## src/rtl/eth_rx_framer.sv

```systemverilog
// eth_rx_framer: packs RMII dibits into bytes, strips the FCS and reports per-frame CRC/length/alignment status.
module eth_rx_framer #(
    parameter int MIN_LEN   = 64,
    parameter int MAX_LEN   = 1518,
    parameter int LEN_WIDTH = 11
) (
    input  logic                 clk,
    input  logic                 reset,
    input  logic [1:0]           in,
    input  logic                 inclk,
    input  logic                 done,
    output logic [7:0]           out_data,
    output logic                 out_valid,
    output logic                 frame_end,
    output logic                 frame_good,
    output logic                 crc_err,
    output logic                 len_err,
    output logic                 align_err,
    output logic [LEN_WIDTH-1:0] frame_len
);
    localparam logic [31:0]          POLY    = 32'hedb88320;
    localparam logic [31:0]          RESIDUE = 32'hdebb20e3;
    localparam logic [LEN_WIDTH-1:0] CNT_MAX = '1;
    localparam logic [LEN_WIDTH-1:0] MIN_L   = LEN_WIDTH'(MIN_LEN);
    localparam logic [LEN_WIDTH-1:0] MAX_L   = LEN_WIDTH'(MAX_LEN);
    localparam logic [LEN_WIDTH-1:0] FCS_L   = LEN_WIDTH'(4);
    localparam logic [LEN_WIDTH-1:0] FIRST_L = LEN_WIDTH'(5);

    logic [1:0]           idx;
    logic [5:0]           sh;
    logic [31:0]          crc, crc_a, crc_n;
    logic [LEN_WIDTH-1:0] cnt, cnt_n;
    logic [3:0][7:0]      dl;
    logic                 active, byte_done, emit, c_err, l_err, a_err;

    always_comb begin
        crc_a     = (crc >> 1) ^ ((crc[0] ^ in[0]) ? POLY : 32'h0);
        crc_n     = (crc_a >> 1) ^ ((crc_a[0] ^ in[1]) ? POLY : 32'h0);
        cnt_n     = (cnt == CNT_MAX) ? cnt : cnt + 1'b1;
        byte_done = inclk && !done && idx == 2'd3;
        emit      = byte_done && cnt_n >= FIRST_L && cnt_n <= MAX_L;
        c_err     = crc != RESIDUE;
        l_err     = cnt < MIN_L || cnt > MAX_L;
        a_err     = idx != 2'd0;
    end

    // done has priority over inclk, so a coincident dibit is dropped
    always_ff @(posedge clk or negedge reset) begin
        if (!reset) begin
            out_data   <= '0;
            out_valid  <= 1'b0;
            frame_end  <= 1'b0;
            frame_good <= 1'b0;
            crc_err    <= 1'b0;
            len_err    <= 1'b0;
            align_err  <= 1'b0;
            frame_len  <= '0;
            idx        <= '0;
            sh         <= '0;
            crc        <= '1;
            cnt        <= '0;
            dl         <= '0;
            active     <= 1'b0;
        end else begin
            out_valid <= emit;
            frame_end <= done && active;
            if (emit) out_data <= dl[3];
            if (done) begin
                if (active) begin
                    crc_err    <= c_err;
                    len_err    <= l_err;
                    align_err  <= a_err;
                    frame_good <= !(c_err || l_err || a_err);
                    frame_len  <= (cnt >= FCS_L) ? cnt - FCS_L : '0;
                end
                idx    <= '0;
                crc    <= '1;
                cnt    <= '0;
                dl     <= '0;
                active <= 1'b0;
            end else if (inclk) begin
                idx    <= idx + 2'd1;
                sh     <= {in, sh[5:2]};
                crc    <= crc_n;
                active <= 1'b1;
                if (byte_done) begin
                    cnt <= cnt_n;
                    dl  <= {dl[2:0], in, sh};
                end
            end
        end
    end
endmodule

```

## config.mk

```make
export PLATFORM = sky130hd
export DESIGN_NAME = eth_rx_framer
export DESIGN_NICKNAME = d
export VERILOG_FILES = /design/src/rtl/eth_rx_framer.sv
export SDC_FILE = /design/constraint.sdc
export NUM_CORES = 1
export LEC_CHECK = 0
export ABC_AREA = 1
export CAP_MARGIN = 20
export CORE_MARGIN = 1.5
export CORE_UTILIZATION = 45
export CTS_CLUSTER_DIAMETER = 40
export DETAILED_ROUTE_END_ITERATION = 10
export HOLD_SLACK_MARGIN = 0.08
export PLACE_DENSITY = 0.65
export SYNTH_ARGS = -nofsm -noshare
export SYNTH_HDL_FRONTEND = slang
export SYNTH_SLANG_ARGS = --single-unit
```

## constraint.sdc

```tcl
create_clock -name clk -period 5.4 [get_ports clk]
set_input_delay 0.54 -clock clk [delete_from_list [all_inputs] [get_ports clk]]
set_output_delay 0.54 -clock clk [all_outputs]
set_load 0.02 [all_outputs]
```

==> out/metrics.json <==
{
  "place": {
    "dpl.hpwl_um": 6850,
    "numPortBuffers": 30,
    "final_weighted_congestion_of_routability_driven_global_placement": 0.830
  },
  "sta": {
    "timing.final.max_slew_violations": 0,
    "fmaxAchievable_mhz": 331,
    "setup_total_negative_slack_ns": 0,
    "worst_pin_slew_ns": 0.978,
    "finalClockSkew_ns": 0.00921,
    "final_period_minus_worst_setup_slack_ns": 3.02,
    "timing.final.crit_share_pct": 56.0,
    "unrepaired_setup_endpoints_after_global_routing": "no",
    "fin_hold_viols": 0,
    "hold_slack_ns": 0.174,
    "slew_headroom_pct": 34.7,
    "timing.final.setup_violations": 0
  },
  "logic_synthesis": {
    "yosys.cell_count.top_type": "inv_1",
    "number_of_distinct_standard_cells_referenced_by_the_synthesized_netlist": 37,
    "post_synth_net_total": 560,
    "postSynthAreaPerCell_um2": 9.14,
    "synth_flop_cell": "dfrtp_1",
    "synthArstFlopShare_pct": 100,
    "ranking_of_synthesized_cells_by_area": "dfrtp_1 38%, dfstp_2 17%, inv_1 7.3%",
    "synth.top_cells.by_count": "97 x inv_1, 95 x nand2_1, 77 x dfrtp_1, 43 x o22ai_1, 42 x o21ai_0",
    "synth.ff_latch_count": 109,
    "yosys_warnings": 0,
    "synth.largest_area_cell": "dfrtp_1",
    "ys_seq_area_share_pct": 55.2,
    "synth.top_cell.area_share_pct": 38.5,
    "postSynthCellCount": 548,
    "number_of_synthesized_flops_with_an_enable_pin": 0,
    "syn_area_um2": 5010
  },
  "route": {
    "wl_per_cell_um": 14.0,
    "routed-via-count": 3762,
    "postRouteAntennaNets": 0,
    "routed_wl_um": 10100,
    "drt_iter0_markers": 228,
    "post_drt_via_cell_ratio": 5.23,
    "drt_first_pass_iters": 4,
    "number_of_design_rule_violations_left_after_detail_routing": 0
  },
  "floorplan": {
    "die_area_um2": 11800,
    "num_io_pins": 31,
    "core_outline_area_um2": 10800,
    "initial_core_utilization_pct": 46.2,
    "chipHeight_um": 109,
    "placementRows": 38,
    "die_w_um": 109
  },
  "cells_and_area": {
    "syn2layout_area_growth_pct": 12.2,
    "multiInputGateArea_um2": 1780,
    "design.final.nets": 587,
    "num_antenna_cells": 0,
    "sequential_cell_area_um2": 2770,
    "final_layout_size_suffix_gt1_share_pct": 12.2,
    "num-fill-cells": 1015
  },
  "clock_tree": {
    "tritoncts": "yes",
    "clkLatencyLatePin_ns": 0.37,
    "cts_max_path_buffers": 2,
    "cts_root_buf": "clkbuf_8",
    "cts_setup_buffers": 0,
    "cts_max_level": 3,
    "cts_buffer_count": 9,
    "cts_hold_buffers": 0,
    "postCtsResizedCells": 0,
    "clkSlewWorstSetupHoldPaths_ns": 0.10,
    "cts_sinks": 109
  },
  "global_route": {
    "pin_count_of_the_biggest_net_entering_global_routing": 62,
    "grt_pass1_vias": 3684,
    "gr-usage-all-layers_pct": 18.9,
    "overflow": 0,
    "grt_pass1_wl_um": 17400,
    "grt_antenna_before_repair": 0
  },
  "power": {
    "power-per-cell-area_nw_per_um2": 263,
    "static-leakage-power_nw": 2.71,
    "worst_ir_drop_vdd_v": 0.000112
  },
  "status": {
    "run_status": "completed"
  },
  "worst_setup_path": {
    "timing_worst_setup_path_type": "in -> reg",
    "cp.required_ns": 5.60,
    "cp.arrival_ns": 3.23,
    "critical_path.endpoint_type": "flop",
    "r2r_setup_slack_ns": 3.14,
    "timing.reg2reg.worst_path_depth": 13,
    "worst_r2r_startpoint": "cnt[2]",
    "worst_setup_path_start_kind": "input port",
    "regToRegEndpoint": "out_data[7]",
    "worstPathMaxFanout": 33
  },
  "run": {
    "maxCapViolCount": 0
  },
  "worst_hold_path": {
    "min_path_type": "in -> async"
  }
}
## cell usage in the layout, fill, tap and decap left out, drive strengths merged, types with 23 or more instances in the layout
cell type,netlist,final
nor2,41,41
o22ai,43,43
o21ai,43,43
dfstp,32,32
nand3,23,23
clkdlybuf4s50,0,29
nand2,99,99
inv,100,103
dfrtp,77,77
## per-stage QoR
step	std cells	cell area (um2)	worst slack [ns]	power, mW	util (%)
finish	720	5620	2.38	1.48	51.9
global route	720	5620	2.14	1.56	51.9
CTS	720	5620	2.38	1.50	51.9
detailed placement	704	5430	1.98	1.02	50.1
global placement	704	5430	2.09	1.02	50.1
floorplan	548	5010	3.47	0.966	-
## power breakdown
group          internal, mW  switching (mW)  total [mW]
combinational        0.0413          0.0850       0.126
sequential            0.858          0.0173       0.876
clock                 0.198           0.277       0.475
## cell families after synthesis
kind of cell	Yosys count	share of synthesized area [%]
simple gates	184	17.2
compound gates	110	13.0
xor+xnor	19	3.85
fa+ha+maj	6	1.50
flops	109	55.2
buf+inv	120	9.19
## per-layer routing
metal | GRT usage, % | vias to the layer above | wire [um]
met1 | 26.0 | 1837 | 4740
met3 | 2.59 | 20 | 299
met5 | 0 | - | 0
li1 | - | 1833 | -
met4 | 8.74 | 0 | 240
met2 | 29.8 | 72 | 4770
## worst max-delay path, stage by stage
cell and delay (ns):
clkdlybuf4s50_1 0.55, inv_1 0.07, nor2_2 0.07, buf_4 0.31, inv_2 0.22, nor2_2 0.35
nor2_2 0.17, inv_1 0.74, o21ai_0 0.20
## final cells by class
type / instances / area share (%)
Multi-Input combinational cell: 319 / 31.7
Clock buffer: 10 / 2.65
Inverter: 103 / 6.88
Clock inverter: 6 / 0.734
Tap cell: 140 / 3.12
Sequential cell: 109 / 49.2
Timing Repair Buffer: 33 / 5.70
## flip-flops by register name, summed over array words and instances, names as in the netlist, 2 cells and up
signal and cells:
cnt 11, crc 32, dl 32, frame_len 11, idx 2, out_data 8
sh 6
## how the worst max path moves through the flow
stage,endpoint,slack [ns],from
floorplan,out_data[0],3.47,cnt[2]
global placement,cnt[0],2.09,done
detailed placement,cnt[3],1.98,done
CTS,cnt[3],2.38,done
global route,dl[6],2.14,done
finish,cnt[3],2.38,inclk
Power figures use the tool's default switching activity.
